--- config.mk ---
export PLATFORM = sky130hd
export DESIGN_NAME = led_pwm_ctrl
export DESIGN_NICKNAME = d
export VERILOG_FILES = /design/src/rtl/led_pwm_pkg.sv /design/src/rtl/led_pwm_chan.sv /design/src/rtl/led_pwm_ctrl.sv
export SDC_FILE = /design/constraint.sdc
export NUM_CORES = 1
export LEC_CHECK = 0
export CAP_MARGIN = 0
export CORE_AREA = 2 2 148 92
export CTS_BUF_LIST = sky130_fd_sc_hd__clkbuf_8 sky130_fd_sc_hd__clkbuf_16
export DETAILED_ROUTE_END_ITERATION = 10
export DIE_AREA = 0 0 150 94
export HOLD_SLACK_MARGIN = 0.05
export PLACE_DENSITY_LB_ADDON = 0.12
export SLEW_MARGIN = 40
export SYNTH_ARGS = -nofsm -noshare
export SYNTH_HDL_FRONTEND = slang
export SYNTH_SLANG_ARGS = --single-unit
--- constraint.sdc ---
create_clock -name clk -period 2.3 [get_ports clk]
set_clock_uncertainty 0.2 [all_clocks]
set_input_delay 0.23 -clock clk [delete_from_list [all_inputs] [get_ports clk]]
set_output_delay 0.23 -clock clk [all_outputs]
set_load 0.1 [all_outputs]
--- src/rtl/led_pwm_pkg.sv ---
// Shared types for the multi-channel LED PWM driver.
package led_pwm_pkg;

   typedef enum logic [2:0] {
      MODE_OFF     = 3'd0,
      MODE_ON      = 3'd1,
      MODE_BLINK   = 3'd2,
      MODE_PWM     = 3'd3,
      MODE_BREATHE = 3'd4
   } led_mode_t;

endpackage

--- src/rtl/led_pwm_chan.sv ---
// One LED channel: shadow/active config, optional breathe engine and registered compare.
// Breathe logic is built only when LED_PWM_BREATHE_EN is defined; otherwise mode 4 acts as PWM.
module led_pwm_chan
   import led_pwm_pkg::*;
#(
   parameter int PWM_BITS     = 8,
   parameter int BREATHE_STEP = 2
) (
   input  logic                clk,
   input  logic                reset_,
   input  logic                wr,
   input  logic [2:0]          wr_mode,
   input  logic [PWM_BITS-1:0] wr_duty,
   input  logic                load,
   input  logic                blink_dark,
   input  logic [PWM_BITS-1:0] pwm_cnt,
   output logic                led
);

   logic [2:0]          shd_mode_q, act_mode_q, nxt_mode;
   logic [PWM_BITS-1:0] shd_duty_q, act_duty_q, nxt_duty, eff;
   logic                force_on, led_q;

   // A write landing on the boundary cycle bypasses the shadow so it takes effect immediately.
   assign nxt_mode = wr ? wr_mode : shd_mode_q;
   assign nxt_duty = wr ? wr_duty : shd_duty_q;

   always_ff @(posedge clk or negedge reset_) begin
      if (!reset_) begin
         shd_mode_q <= MODE_OFF;
         shd_duty_q <= '0;
         act_mode_q <= MODE_OFF;
         act_duty_q <= '0;
      end else begin
         if (wr) begin
            shd_mode_q <= wr_mode;
            shd_duty_q <= wr_duty;
         end
         if (load) begin
            act_mode_q <= nxt_mode;
            act_duty_q <= nxt_duty;
         end
      end
   end

`ifdef LED_PWM_BREATHE_EN
   localparam int SW = (BREATHE_STEP > 1) ? $clog2(BREATHE_STEP) : 1;
   localparam logic [PWM_BITS-1:0] LVL_ONE = PWM_BITS'(1);

   logic [PWM_BITS-1:0] level_q;
   logic                dir_down_q;
   logic [SW-1:0]       step_q;
   logic                restart;

   assign restart = (nxt_mode == MODE_BREATHE) &&
                    ((act_mode_q != MODE_BREATHE) || (nxt_duty != act_duty_q));

   always_ff @(posedge clk or negedge reset_) begin
      if (!reset_) begin
         level_q    <= '0;
         dir_down_q <= 1'b0;
         step_q     <= '0;
      end else if (load) begin
         if (restart) begin
            level_q    <= '0;
            dir_down_q <= 1'b0;
            step_q     <= '0;
         end else if ((act_mode_q == MODE_BREATHE) && (act_duty_q != '0)) begin
            if (step_q != SW'(BREATHE_STEP - 1)) begin
               step_q <= step_q + SW'(1);
            end else begin
               step_q <= '0;
               // Reverse on the step that reaches a bound so the peak/floor lasts one step only.
               if (!dir_down_q) begin
                  level_q <= level_q + LVL_ONE;
                  if (level_q + LVL_ONE == act_duty_q) dir_down_q <= 1'b1;
               end else begin
                  level_q <= level_q - LVL_ONE;
                  if (level_q == LVL_ONE) dir_down_q <= 1'b0;
               end
            end
         end
      end
   end
`endif

   always_comb begin
      force_on = 1'b0;
      eff      = '0;
      case (act_mode_q)
         MODE_ON:      force_on = 1'b1;
         MODE_PWM:     eff = act_duty_q;
         MODE_BLINK:   eff = blink_dark ? '0 : act_duty_q;
`ifdef LED_PWM_BREATHE_EN
         MODE_BREATHE: eff = level_q;
`else
         MODE_BREATHE: eff = act_duty_q;
`endif
         default:      eff = '0;
      endcase
   end

   always_ff @(posedge clk or negedge reset_) begin
      if (!reset_) begin
         led_q <= 1'b0;
      end else begin
         led_q <= force_on | (pwm_cnt < eff);
      end
   end

   assign led = led_q;

endmodule

--- src/rtl/led_pwm_ctrl.sv ---
// Multi-channel LED driver top: prescaler, shared PWM/blink counters and period_start.
// Define LED_PWM_BREATHE_EN to build the per-channel breathe engines.
module led_pwm_ctrl
   import led_pwm_pkg::*;
#(
   parameter int NR_CHAN      = 3,
   parameter int PWM_BITS     = 8,
   parameter int PRESCALE     = 98,
   parameter int BLINK_SHIFT  = 6,
   parameter int BREATHE_STEP = 2,
   localparam int CW          = (NR_CHAN > 1) ? $clog2(NR_CHAN) : 1
) (
   input  logic                clk,
   input  logic                reset_,
   input  logic                cfg_valid,
   input  logic [CW-1:0]       cfg_chan,
   input  logic [2:0]          cfg_mode,
   input  logic [PWM_BITS-1:0] cfg_duty,
   output logic [NR_CHAN-1:0]  led_out,
   output logic                period_start
);

   localparam int PW = (PRESCALE > 1) ? $clog2(PRESCALE) : 1;
   localparam int BW = BLINK_SHIFT + 1;

   logic [PW-1:0]       presc_q;
   logic [PWM_BITS-1:0] pwm_cnt_q;
   logic [BW-1:0]       blink_cnt_q;
   logic                period_start_q;
   logic                tick, wrap;

   assign tick = (presc_q == PW'(PRESCALE - 1));
   assign wrap = tick && (pwm_cnt_q == '1);

   always_ff @(posedge clk or negedge reset_) begin
      if (!reset_) begin
         presc_q        <= '0;
         pwm_cnt_q      <= '0;
         blink_cnt_q    <= '0;
         period_start_q <= 1'b0;
      end else begin
         presc_q        <= tick ? '0 : presc_q + PW'(1);
         period_start_q <= wrap;
         if (tick) pwm_cnt_q <= pwm_cnt_q + PWM_BITS'(1);
         if (wrap) blink_cnt_q <= blink_cnt_q + BW'(1);
      end
   end

   for (genvar i = 0; i < NR_CHAN; i++) begin : g_chan
      led_pwm_chan #(
         .PWM_BITS     (PWM_BITS),
         .BREATHE_STEP (BREATHE_STEP)
      ) u_chan (
         .clk        (clk),
         .reset_     (reset_),
         .wr         (cfg_valid && (cfg_chan == CW'(i))),
         .wr_mode    (cfg_mode),
         .wr_duty    (cfg_duty),
         .load       (wrap),
         .blink_dark (blink_cnt_q[BLINK_SHIFT]),
         .pwm_cnt    (pwm_cnt_q),
         .led        (led_out[i])
      );
   end

   assign period_start = period_start_q;

endmodule

==> metrics.cfg <==
[routing]
wl_per_cell_um=16.4
dr.pass1.iters=4
ant_nets=0
drc=0
via_count=2601
vias_per_cell=4.76
drt-total-wl_um=8990
drt_iter0_markers=127

[place]
port_buffers=19
pre_cts_slack_ns=-0.126
dp.cells=530
place_congestion=0.759
place_area_um2=4890
hpwl_um=6310

[hold_path]
hold_path.class=in2async

[timing]
setup_viol=0
slew_viol_final=0
setup_tns_ns=0
hold_viol=0
fmax_mhz=469
max_slew_margin=0.710
fin_ws_ns=0.166
rsz0062_at_grt=false
worst_hold_slack_ns=0.113
period_share=0.928
fin_crit_ns=2.13
tightest_slew_ns=0.431

[synth]
async_flop_share=1.00
synth-seq-area-share=0.525
yosysMostFrequentCell=dfrtp_1
synth_nets=376
yosysTopAreaCellShare=0.525
yosysUniqueCellTypes=36
yosysTopAreaCell=dfrtp_1
synth_seq_cells=92
syn_avg_cell_area_um2=13.1
netlist_area_um2=4380
ys.flop_type=dfrtp_1
synth_commonest_cells=92 x dfrtp_1, 39 x mux2_2, 37 x nand2_1
synth_cells=335
synth_area_leaders=dfrtp_1 53%, mux2_2 10%, mux2_4 9.6%, ha_1 7.1%, nand2_1 3.2%
synth_edf_count=0
yosys_warnings=0

[layout]
fillers=1205
layout-drive-gt1-share=0.305
nets=413
fin_cells=547
fin_util=0.417
stdcell_area_um2=5280
diodes=0
area_growth_pct=20.4

[cts]
clk_path_buf_depth=2
cts.sinks=92
htree_num_levels=3
cts_buffers=9
clk_transition_reported_paths_ns=0.06
cts_root_buf=clkbuf_16
tritoncts=built
clkLatencyLatePin_ns=0.34

[global_route]
grt_pass1_vias=2788
grt_max_degree=48
grt_pass1_wl_um=15200
overflow=0
antenna_found_initial=0
grt.total_usage=0.145

[worst_setup_path]
worstSetupPathType=reg2reg
worst_ep_arrival_time_ns=2.18
worst_setup_path_end_kind=flip-flop
r2r_slack_ns=0.17
critPathRequiredTime_ns=2.35
start_kind=flip-flop
crit_path_max_fanout=8

[floorplanning]
ioPinCount=20
die_y_um=94
die-area_um2=14100
initial_core_util=0.346
core-area_um2=12700
rows=32
die-width_um=150

[job]
maxCapViolations=0

[pwr]
power_leakage_nw=2.53
vdd_drop_max_mv=0.341
power.total_mw=3.85
p_per_area_nw_per_um2=729

[outcome]
status=finished clean

==> cells in the final DEF, fill, tap and decap left out, types with 2 or more instances in the layout <==
cell type         n
a21oi_1          10
a22oi_2           2
a31oi_1           2
buf_12            5
buf_4            16
bufinv_16         3
clkbuf_16         9
clkbuf_8          2
clkdlybuf4s50_1  14
clkinv_4          2
dfrtp_1          92
ha_1             25
inv_1             3
mux2_2           39
mux2_4           28
nand2_1          37
nand2b_1          3
nand3_1           9
nand3b_1          2
nand4_1           3
nand4_4           2
nor2_1           18
nor2b_1           5
nor3_1            3
nor4_1            2
o211ai_1          3
o21a_1            3
o21ai_0           2
xnor2_1           8
xor2_1           10
==> per-layer routing <==
metal  vias up  share of wire  GRT usage  wire [um]
met5         -              0          0          0
met4         0         0.0091     0.0307         82
met3         7          0.028     0.0383        250
met2        26           0.39      0.200       3500
met1      1309           0.57      0.225       5160
li1       1259              -          -          -
==> critical path: stages, from the launching register on <==
cell      delay (ns)
dfrtp_1         0.45
nand2b_1        0.18
a22o_4          0.29
nand2_1         0.09
ha_1            0.25
a21oi_1         0.16
o21a_1          0.20
nand2_1         0.06
o21ai_1         0.16
==> area by class of cell <==
type,count,area [um2],area share
well taps,170,213,0.0403
inverters,3,11.3,0.00213
clock inverters,5,108,0.0204
clock buffers,11,253,0.0479
multi-input cells,230,2020,0.383
repair buffers,36,370,0.0702
flip-flops and latches,92,2300,0.436
==> state kept, by name (all words and copies together) (netlist names) <==
register / cells
g_chan.u_chan.shd_mode_q: 9
blink_cnt_q: 7
g_chan.u_chan.led: 3
pwm_cnt_q: 8
g_chan.u_chan.act_mode_q: 9
g_chan.u_chan.act_duty_q: 24
presc_q: 7
period_start: 1
g_chan.u_chan.shd_duty_q: 24
==> what timing repair did <==
item | 4_1_cts | 5_1_grt
setup endpoints to repair | 2 | 2
setup buffers | 0 | 0
hold buffers | 1 | 0
resized for setup | 3 | 3
pin swaps | 0 | 0
endpoints found under the hold margin | 92 | 0
==> power breakdown <==
group | internal, mW | switching, mW
Clock | 1.13 | 0.615
Sequential | 1.74 | 0.0377
Combinational | 0.163 | 0.161
Total | 3.03 | 0.813
==> kinds of logic (layout without fill, tap and decap cells) <==
| group | count (synthesis) | count (layout) | share of synthesized area |
|---|---|---|---|
| multiplexers | 67 | 67 | 0.196 |
| XOR/XNOR | 18 | 18 | 0.0360 |
| flip-flops | 92 | 92 | 0.525 |
| AND/OR/NAND/NOR | 93 | 93 | 0.112 |
| AO/OA/AOI/OAI | 27 | 27 | 0.0391 |
| buffers and inverters | 13 | 55 | 0.0197 |
| adder cells (fa/ha/maj) | 25 | 25 | 0.0714 |
==> final timing paths <==
path,start,endpoint,depth (start not counted)
worst min register to register,blink_cnt_q[5],blink_cnt_q[5],1
worst min-delay path,reset_,g_chan[1].u_chan.shd_duty_q[7],2
worst max-delay path,g_chan[0].u_chan.act_mode_q[0],g_chan[0].u_chan.led,8
min in group clk,blink_cnt_q[5],blink_cnt_q[5],1
worst max register to register,g_chan[0].u_chan.act_mode_q[0],g_chan[0].u_chan.led,8
max in group asynchronous,reset_,g_chan[1].u_chan.led,3
Power figures use the tool's default switching activity.
